`src/rtl/led_matrix_scan.sv`:
```
`default_nettype none
// ============================================================================
// Module      : led_matrix_scan
// Description : Row-multiplexed LED dot-matrix scanner with a double-buffered,
//               host-writable frame store. Each row slot opens with a forced-
//               blank window against ghosting. A front/back buffer swap is
//               granted only at the frame boundary.
//               Optional feature macro: LED_PWM_EN. It adds the 4-bit
//               brightness input 'bright' and 16-step on-time modulation of
//               each lit window.
// Ports       : clk            system clock
//               rst            asynchronous active-low reset
//               wr_en          write strobe into the back buffer
//               wr_row         back-buffer row index (rows >= ROWS ignored)
//               wr_data        row pattern, 1 = LED lit
//               swap_req       level request to swap at the next frame end
//               bright         (LED_PWM_EN only) on-time in 1/16 steps
//               swap_ack       one-cycle pulse when a swap takes effect
//               frame_start    one-cycle pulse when row 0 begins
//               dataout        column drive, active-low (0 = lit)
//               U3_138_A       row address to the dot-array 138 decoder
//               U2_138_select  digit-tube decoder enable, tied 0
//               U3_138_select  dot-array decoder enable, tied 1
// Revision    : 1.0  initial release
// ============================================================================
module led_matrix_scan #(
    parameter int ROWS      = 8,
    parameter int COLS      = 8,
    parameter int SCAN_DIV  = 8192,
    parameter int BLANK_CYC = 64,
    parameter int RA_W      = (ROWS > 1) ? $clog2(ROWS) : 1
) (
    input  logic            clk,
    input  logic            rst,
    input  logic            wr_en,
    input  logic [RA_W-1:0] wr_row,
    input  logic [COLS-1:0] wr_data,
    input  logic            swap_req,
`ifdef LED_PWM_EN
    input  logic [3:0]      bright,
`endif
    output logic            swap_ack,
    output logic            frame_start,
    output logic [COLS-1:0] dataout,
    output logic [RA_W-1:0] U3_138_A,
    output logic            U2_138_select,
    output logic            U3_138_select
);

    localparam int              PW           = $clog2(SCAN_DIV);
    localparam logic [PW-1:0]   c_PRESC_LAST = PW'(SCAN_DIV - 1);
    localparam logic [PW-1:0]   c_BLANK      = PW'(BLANK_CYC);
    localparam logic [RA_W-1:0] c_ROW_LAST   = RA_W'(ROWS - 1);

    logic [PW-1:0]   r_presc;
    logic [RA_W-1:0] r_row;
    logic            r_front_sel;
    logic [COLS-1:0] r_buf [2][ROWS];
    logic [COLS-1:0] r_dataout;
    logic            r_frame_start;
    logic            r_swap_ack;

    logic            w_presc_wrap;
    logic            w_frame_end;
    logic            w_swap;
    logic [PW-1:0]   w_nxt_presc;
    logic [RA_W-1:0] w_nxt_row;
    logic            w_nxt_sel;
    logic            w_row_ok;
    logic            w_wr_go;
    logic [COLS-1:0] w_row_pat;
    logic            w_lit;
    logic            w_pwm_on;

    // Rows beyond ROWS-1 only exist when ROWS is not a power of two.
    generate
        if (ROWS == (1 << RA_W)) begin : g_row_full
            assign w_row_ok = 1'b1;
        end else begin : g_row_part
            assign w_row_ok = (wr_row <= c_ROW_LAST);
        end
    endgenerate

    assign w_presc_wrap = (r_presc == c_PRESC_LAST);
    assign w_frame_end  = w_presc_wrap && (r_row == c_ROW_LAST);
    assign w_swap       = w_frame_end && swap_req;
    assign w_nxt_presc  = w_presc_wrap ? '0 : r_presc + 1'b1;
    assign w_nxt_sel    = r_front_sel ^ w_swap;
    assign w_wr_go      = wr_en && w_row_ok;

    always_comb begin
        w_nxt_row = r_row;
        if (w_presc_wrap) begin
            w_nxt_row = (r_row == c_ROW_LAST) ? '0 : r_row + 1'b1;
        end
    end

    // The outputs are registered from next-state values, so the address and
    // columns change on the same edge. On a swap edge the write lands in the
    // buffer that becomes front. Forward it so the first row shows the new
    // data without a stale cycle.
    always_comb begin
        w_row_pat = r_buf[w_nxt_sel][w_nxt_row];
        if (w_wr_go && w_swap && (wr_row == w_nxt_row)) begin
            w_row_pat = wr_data;
        end
    end

    assign w_lit = (w_nxt_presc >= c_BLANK);

`ifdef LED_PWM_EN
    logic [3:0]  r_bright;
    logic [3:0]  w_bright_nxt;
    logic [31:0] w_pwm_pos;
    logic [31:0] w_pwm_lim;

    // Brightness is latched on the edge that starts a new row slot.
    assign w_bright_nxt = w_presc_wrap ? bright : r_bright;
    // Sub-period k = floor(16*pos / W) is lit when k < bright. That is the same as
    // 16*pos < bright*W, which avoids a divider. pos underflows inside
    // the blank window, but w_lit masks that case.
    assign w_pwm_pos = (32'(w_nxt_presc) - 32'(BLANK_CYC)) << 4;
    assign w_pwm_lim = 32'(w_bright_nxt) * 32'(SCAN_DIV - BLANK_CYC);
    assign w_pwm_on  = (w_pwm_pos < w_pwm_lim);

    always_ff @(posedge clk or negedge rst) begin
        if (!rst) begin
            r_bright <= '0;
        end else begin
            r_bright <= w_bright_nxt;
        end
    end
`else
    assign w_pwm_on = 1'b1;
`endif

    always_ff @(posedge clk or negedge rst) begin
        if (!rst) begin
            r_presc       <= '0;
            r_row         <= '0;
            r_front_sel   <= 1'b0;
            r_dataout     <= '1;
            r_frame_start <= 1'b0;
            r_swap_ack    <= 1'b0;
            for (int r = 0; r < ROWS; r++) begin
                r_buf[0][r] <= '0;
                r_buf[1][r] <= '0;
            end
        end else begin
            r_presc       <= w_nxt_presc;
            r_row         <= w_nxt_row;
            r_front_sel   <= w_nxt_sel;
            r_frame_start <= w_frame_end;
            r_swap_ack    <= w_swap;
            r_dataout     <= (w_lit && w_pwm_on) ? ~w_row_pat : '1;
            // Writes always target the pre-edge back buffer.
            if (w_wr_go) begin
                r_buf[~r_front_sel][wr_row] <= wr_data;
            end
        end
    end

    assign dataout       = r_dataout;
    assign U3_138_A      = r_row;
    assign frame_start   = r_frame_start;
    assign swap_ack      = r_swap_ack;
    assign U2_138_select = 1'b0;
    assign U3_138_select = 1'b1;

endmodule
`default_nettype wire
```
`config.mk`:
```
export PLATFORM = sky130hd
export DESIGN_NAME = led_matrix_scan
export DESIGN_NICKNAME = d
export VERILOG_FILES = /design/src/rtl/led_matrix_scan.sv
export SDC_FILE = /design/constraint.sdc
export NUM_CORES = 1
export LEC_CHECK = 0
export ABC_CLOCK_PERIOD_IN_PS = 3900
export BUFFER_PORTS_ARGS = -buffer_cell sky130_fd_sc_hd__buf_2
export CORE_ASPECT_RATIO = 0.6
export CORE_MARGIN = 2
export CORE_UTILIZATION = 60
export DETAILED_ROUTE_END_ITERATION = 6
export PLACE_DENSITY = 0.85
export SYNTH_ARGS = -nofsm -noshare
export SYNTH_HDL_FRONTEND = slang
export SYNTH_SLANG_ARGS = --single-unit
```
`constraint.sdc`:
```
create_clock -name clk -period 3.9 [get_ports clk]
set_clock_uncertainty 0.1 [all_clocks]
set_input_delay 0.195 -clock clk [delete_from_list [all_inputs] [get_ports clk]]
set_output_delay 0.195 -clock clk [all_outputs]
set_load 0.01 [all_outputs]
```
==> metrics, run 1 <==
status finished clean; post-synthesis sequential area ratio 53.59%; Hold Fails Final Rpt 0; Ant. Diodes 0; total clock buffers created by CTS 17; minimum clock period 3.241 ns; first-pass GRT wire length 28.08 mm; GRT Overall Usage 28.64%; Yosys cell types 45; min-delay worst type input port to flop; worst r2r path cells 10; drt pass-1 iters 5; MaxCap Viol Count 0; maximum buffer depth of the clock tree 2; multi-input logic area 3151 sq um; pin count of the biggest net entering global routing 106; CP max stage cell or4_1; Top FF cell, synth dfrtp_1; DP HPWL 11.14 mm; Synth Area per Inst 12.22 sq um; Final Max Tran Viols 0; Register Area 3889 sq um; CP endpoint kind flop; CP bufs+invs 1; Die Area 13020 sq um; Routed Antenna Nets 0; DRC viols 0; Final period util 83.11%; Sink Count 155; core area 11950 sq um; initial antenna violation count 0; Worst Path Required 4.13 ns; critical path's largest stage delay 0.50 ns; vias per cell 6.128; Critical Path AT 3.47 ns; yosys warns 0; Post-CTS Setup Bufs 0; DRC marker count from the first detailed-route iteration 385; layout cells sized above 1 33.97%; static leakage power 3.618 nW; Die Ht 89.19 microns; type of origin of the critical path flop; Power, Total 3.863 mW; die extent in x 146.0 microns; pwr/cell area 474.4 nW/um^2; slew at the pin closest to its max-slew limit 1.282 ns; CTS root buf clkbuf_16; via count 4890; EDFF count, synth 0; mapped cell area 7257 sq um; IO Pins 30; CTS tree built; FFs w/ async S/R, synth 100.0%; Syn Inst Count 594; cts repair resizes 0; VDD IR max 280.6 uV; setup_tns 0 ns; area leader, netlist dfrtp_1; vias in the first global route 5173; critical path type flop to flop; area delta synth->final 12.21%; CP Max Fanout 57; GPL Wtd Cong 0.8593; H-Tree Depth 4; number of cells on the critical path 10; Starting Density 60.75%; CP top delay family simple AND/OR/NAND/NOR gates; clock input transition at the sequential cells of the worst setup and hold paths 0.07 ns; final setup vio count 0; wire length per cell 21.82 microns; total wire length 17.41 mm; share of the synthesized area in the top cell type 50.69%; syn nets 612; Hold Path Depth 3; port bufs 27; max_slew headroom 13.89%; Remaining Overflow, GRT 0; Achievable Freq 308.5 MHz; critical-path cell list ha_1 > ha_1 > nand2_1 > or4_1 > and2_1 > clkinv_4 > mux2i_1 > mux2i_1 > o22ai_1 > or4_1; # rows 31; #FFs+latches synth 155; clk_lat worst skew 0.42 ns; fin nets 638; fill cell count 827; unrepaired setup endpoints after global routing false; largest cells by area after synthesis dfrtp_1 51%, mux2_2 20%, mux2i_1 6.8%
==> cell families after synthesis <==
family,synth area share (%)
AOI/OAI and AO/OA,3.155
buffers and inverters,3.069
and+or+nand+nor,11.34
adders and majority gates,0.5173
other,0.1035
xor gates and xnor gates,1.448
DFF,53.59
muxes,26.78
==> worst reg2reg max path, cell delays in order (launching register included) <==
cell      delay (ns)
dfrtp_1         0.41
ha_1            0.23
ha_1            0.32
nand2_1         0.06
or4_1           0.39
and2_1          0.21
clkinv_4        0.39
mux2i_1         0.23
mux2i_1         0.21
o22ai_1         0.10
or4_1           0.50
==> Yosys cell counts, drive strengths merged, types with 2 or more instances <==
| master | n |
|---|---|
| nor3b | 4 |
| and2 | 3 |
| o22ai | 8 |
| dfstp | 8 |
| o21ai | 4 |
| conb | 2 |
| clkbuf | 19 |
| mux2 | 129 |
| nand2 | 75 |
| dfrtp | 147 |
| ha | 3 |
| xnor2 | 7 |
| nand4 | 5 |
| mux2i | 49 |
| nand3 | 41 |
| or3 | 2 |
| xor2 | 5 |
| or4 | 9 |
| a21oi | 18 |
| nor2 | 13 |
| buf | 13 |
| nor3 | 5 |
| inv | 6 |
| a31o | 2 |
| and3 | 4 |
==> layout make-up <==
type	instances	area share [%]
flip-flops and latches	155	47.76
repair buffers	39	3.027
well taps	165	2.535
clock inverters	12	1.998
inverters	7	0.3841
clock buffers	20	5.608
multi-input cells	400	38.69
==> per-stage QoR <==
stage	worst slack [ns]	instances	cell area, sq um	hold slack, ns	utilization, %
final	0.6588	798	8143	0.1025	68.16
after global routing	0.5155	798	8143	0.1225	68.16
after CTS	0.6836	798	8143	0.07767	68.16
after detailed placement	0.7237	765	7513	0.2788	62.89
after global placement	0.7808	765	7513	0.2591	62.89
after floorplan	0.9904	594	7257	-0.2006	-
==> sequential cells by signal, indices dropped and copies added (netlist names) <==
signal,flops
r_front_sel,1
swap_ack,1
r_buf,128
U3_138_A,3
r_presc,13
dataout,8
frame_start,1
==> per-layer routing <==
metal | wire, microns | share of wire [%] | GRT usage (%)
met4 | 235 | 1.3 | 9.003
met2 | 8033 | 46 | 46.10
met5 | 0 | 0 | 0
met3 | 1117 | 6.4 | 6.939
met1 | 8026 | 46 | 39.45
==> layout by cell type (no fill, tap or decap), types with 5 or more instances in the layout <==
| master | n |
|---|---|
| nand2_1 | 75 |
| mux2i_1 | 49 |
| clkbuf_16 | 17 |
| dfrtp_1 | 147 |
| a21oi_1 | 18 |
| buf_2 | 26 |
| mux2_2 | 129 |
| xor2_1 | 5 |
| xnor2_1 | 7 |
| buf_4 | 10 |
| dfstp_2 | 8 |
| or4_1 | 9 |
| nand3_1 | 40 |
| nor3_1 | 5 |
| inv_1 | 5 |
| o22ai_1 | 8 |
| nor2_1 | 13 |
==> final timing paths <==
path	startpoint	to	slack (ns)
max in group asynchronous	rst	dataout[6]	2.35
min reg2reg	r_buf[58]	r_buf[58]	0.40
max reg2reg	U3_138_A[0]	dataout[5]	0.66
min in group asynchronous	rst	r_buf[79]	0.38
min	swap_req	swap_ack	0.10
max	U3_138_A[0]	dataout[5]	0.66
==> power by group <==
part / switching [mW] / internal (mW) / total, mW / leakage (nW)
registers: 0.0791 / 1.75 / 1.83 / 2.00
clock network: 0.679 / 1.05 / 1.73 / 0.298
logic: 0.146 / 0.155 / 0.301 / 1.32
==> repair_timing <==
item,4_1_cts,5_1_grt
setup endpoints to repair,0,0
hold buffers,1,0
hold endpoints to repair,99,0
(Power assumes the default switching activity.)
==> inputs of run 2 (changes only) <==
- ABC_AREA: not set -> 1
- ABC_CLOCK_PERIOD_IN_PS: 3900 -> 3050
- clock period: 3.9 -> 3.05 ns (I/O delays scaled with it)
==> metrics, run 2 <==
Die Area 12910 sq um; most frequent cells in the layout 223 x nand2_1, 162 x nand3_1, 147 x dfrtp_1, 89 x o21ai_0, 58 x nor2_1; max_slew headroom 34.60%; fin nets 890; GRT Overall Usage 32.57%; initial antenna violation count 0; clock share of power 44.1%; Yosys cell types 37; status finished clean; commonest cells in the synthesized netlist 223 x nand2_1, 162 x nand3_1, 147 x dfrtp_1; port bufs 27; final setup vio count 0; FFs w/ async S/R, synth 100.0%; GPL Wtd Cong 0.9684; largest cells by area after synthesis dfrtp_1 51%, nand2_1 12%, nand3_1 11%; syn nets 876; Achievable Freq 354.4 MHz; Final Util 69.83%; Ant. Diodes 0; VDD IR max 358.1 uV; Largest Register r_buf; Sink Count 155; vias per cell 6.063; MaxCap Viol Count 0; Sw Ratio 24.00%; pwr/cell area 578.7 nW/um^2; Comb power frac 5.8%; pin count of the biggest net entering global routing 76; unrepaired setup endpoints after global routing false; max reg flops 128; Final period util 92.52%; worst r2r path cells 15; yosys warns 0; Final Max Tran Viols 0; core area 11490 sq um; maximum buffer depth of the clock tree 2; DRC viols 0; Worst Path Required 3.28 ns; Power, Total 4.641 mW; total clock buffers created by CTS 17; via count 6336; count leader, synth nand2_1; mapped cell area 7196 sq um; IO Pins 30; type of origin of the critical path flop; Hold Fails Final Rpt 0; Starting Density 62.65%; area delta synth->final 11.46%; Synth Area in Adders 0.5216%; post-synthesis sequential area ratio 54.04%; H-Tree Depth 4; CP Max Fanout 20; critical path type flop to flop; Die Ht 88.83 microns; crit-path most repeated cell nand2_1; #FFs+latches synth 155; Post-CTS Setup Bufs 0; first-pass GRT wire length 31.67 mm; largest family of logic cells by synthesized area simple AND/OR/NAND/NOR gates; Internal Power 3.527 mW; DRC marker count from the first detailed-route iteration 774; min-delay worst type input port to asynchronous set/reset pin; clk_lat worst skew 0.42 ns; Synth Area in Compound Gates 10.05%; Synth Area in Simple Gates 28.97%; vias in the first global route 5802; Syn Inst Count 858; DP HPWL 12.75 mm; critical path's largest stage delay 0.37 ns; critical-path cell list ha_1 > nand2_1 > nor2_2 > nand2_4 > nor2_8 > nand4_2 > nand2_4 > buf_4 > nand2_1 > nand3_1 > nand3_1 > nand3_1 > nand2_1 > nand2_1 > nand2_1; Seq pwr share 50.1%; # rows 30; Synth Area per Inst 8.387 sq um; static leakage power 3.736 nW; clock input transition at the sequential cells of the worst setup and hold paths 0.06 ns; setup_tns 0 ns; CP max stage cell dfrtp_1; share of the synthesized area in the top cell type 51.12%; Remaining Overflow, GRT 0; mux contribution to synthesized area 0%; EDFF count, synth 0; CTS root buf clkbuf_16; drt pass-1 iters 6; slew at the pin closest to its max-slew limit 0.9774 ns; total wire length 19.54 mm; Routed Antenna Nets 0; layout cells sized above 1 12.20%; wire length per cell 18.69 microns; NetSw 1.114 mW; area leader, netlist dfrtp_1; CP endpoint kind flop; Top FF cell, synth dfrtp_1; CTS tree built; most common cell after layout, fill and taps aside nand2_1; minimum clock period 2.822 ns; die extent in x 145.4 microns; Critical Path AT 3.05 ns; xor and xnor fraction of the mapped netlist area 0.6086%
-- run 2: through the flow --
step                      instances  hold WS [ns]  setup slack [ns]  cell area [sq um]
after floorplan                 858       -0.2431            0.8905               7196
after global placement         1011        0.1196            0.3166               7425
after detailed placement       1011        0.1233            0.2492               7425
after CTS                      1045        0.2097            0.2328               8015
after global routing           1045        0.2292           0.02754               8020
final                          1045        0.1933            0.2281               8020
-- run 2: logic make-up (layout without fill, tap and decap cells) --
| logic type | count (synthesis) | after routing |
|---|---|---|
| fa+ha+maj | 3 | 3 |
| xor+xnor | 5 | 5 |
| buf+inv | 86 | 113 |
| other cells | 2 | 2 |
| flops | 155 | 155 |
| compound gates | 138 | 138 |
| simple gates | 469 | 469 |
-- run 2: routing by layer --
layer | track usage (%) | up-vias | part of all wire [%]
li1 | - | 2879 | -
met1 | 47.05 | 3022 | 43
met2 | 46.01 | 396 | 42
met3 | 11.65 | 39 | 13
met4 | 11.23 | 0 | 2.2
met5 | 0 | - | 0
-- run 2: area by class of cell --
type	count	area (sq um)
well taps	160	200.2
clock buffers	20	446.7
repair buffers	47	321.6
fillers	887	3466
flip-flops and latches	155	3889
multi-input cells	617	2908
inverters	34	131.4
clock inverters	12	123.9
-- run 2: worst paths after layout --
path | from | to | slack [ns]
min in group clk | wr_data[2] | r_buf[66] | 0.22
hold reg to reg | r_presc[0] | r_presc[0] | 0.37
setup / recovery | r_presc[0] | dataout[4] | 0.23
hold / removal | rst | r_buf[14] | 0.19
setup reg to reg | r_presc[0] | dataout[4] | 0.23
max in group asynchronous | rst | dataout[4] | 1.78
-- run 2: power by group through the flow --
stage               clock [mW]  sequential (mW)  combinational (mW)
finish                    2.05             2.32               0.269
global route              2.16             2.34               0.314
CTS                       2.06             2.32               0.268
detailed placement           0             2.35               0.263
global placement             0             2.35               0.247
floorplan                    0             2.32               0.159
-- run 2: critical path, delay by kind of cell (launching register included) --
| family | cells | cell delay, ns |
|---|---|---|
| AND/OR/NAND/NOR | 13 | 1.74 |
| flip-flops | 1 | 0.37 |
| buffers and inverters | 1 | 0.28 |
| adder cells (fa/ha/maj) | 1 | 0.22 |
-- run 2: what timing repair did --
action / 4_1_cts / 5_1_grt
hold endpoints to repair: 67 / 0
resized for setup: 0 / 1
hold buffers: 2 / 0
endpoints found under the setup margin: 0 / 3
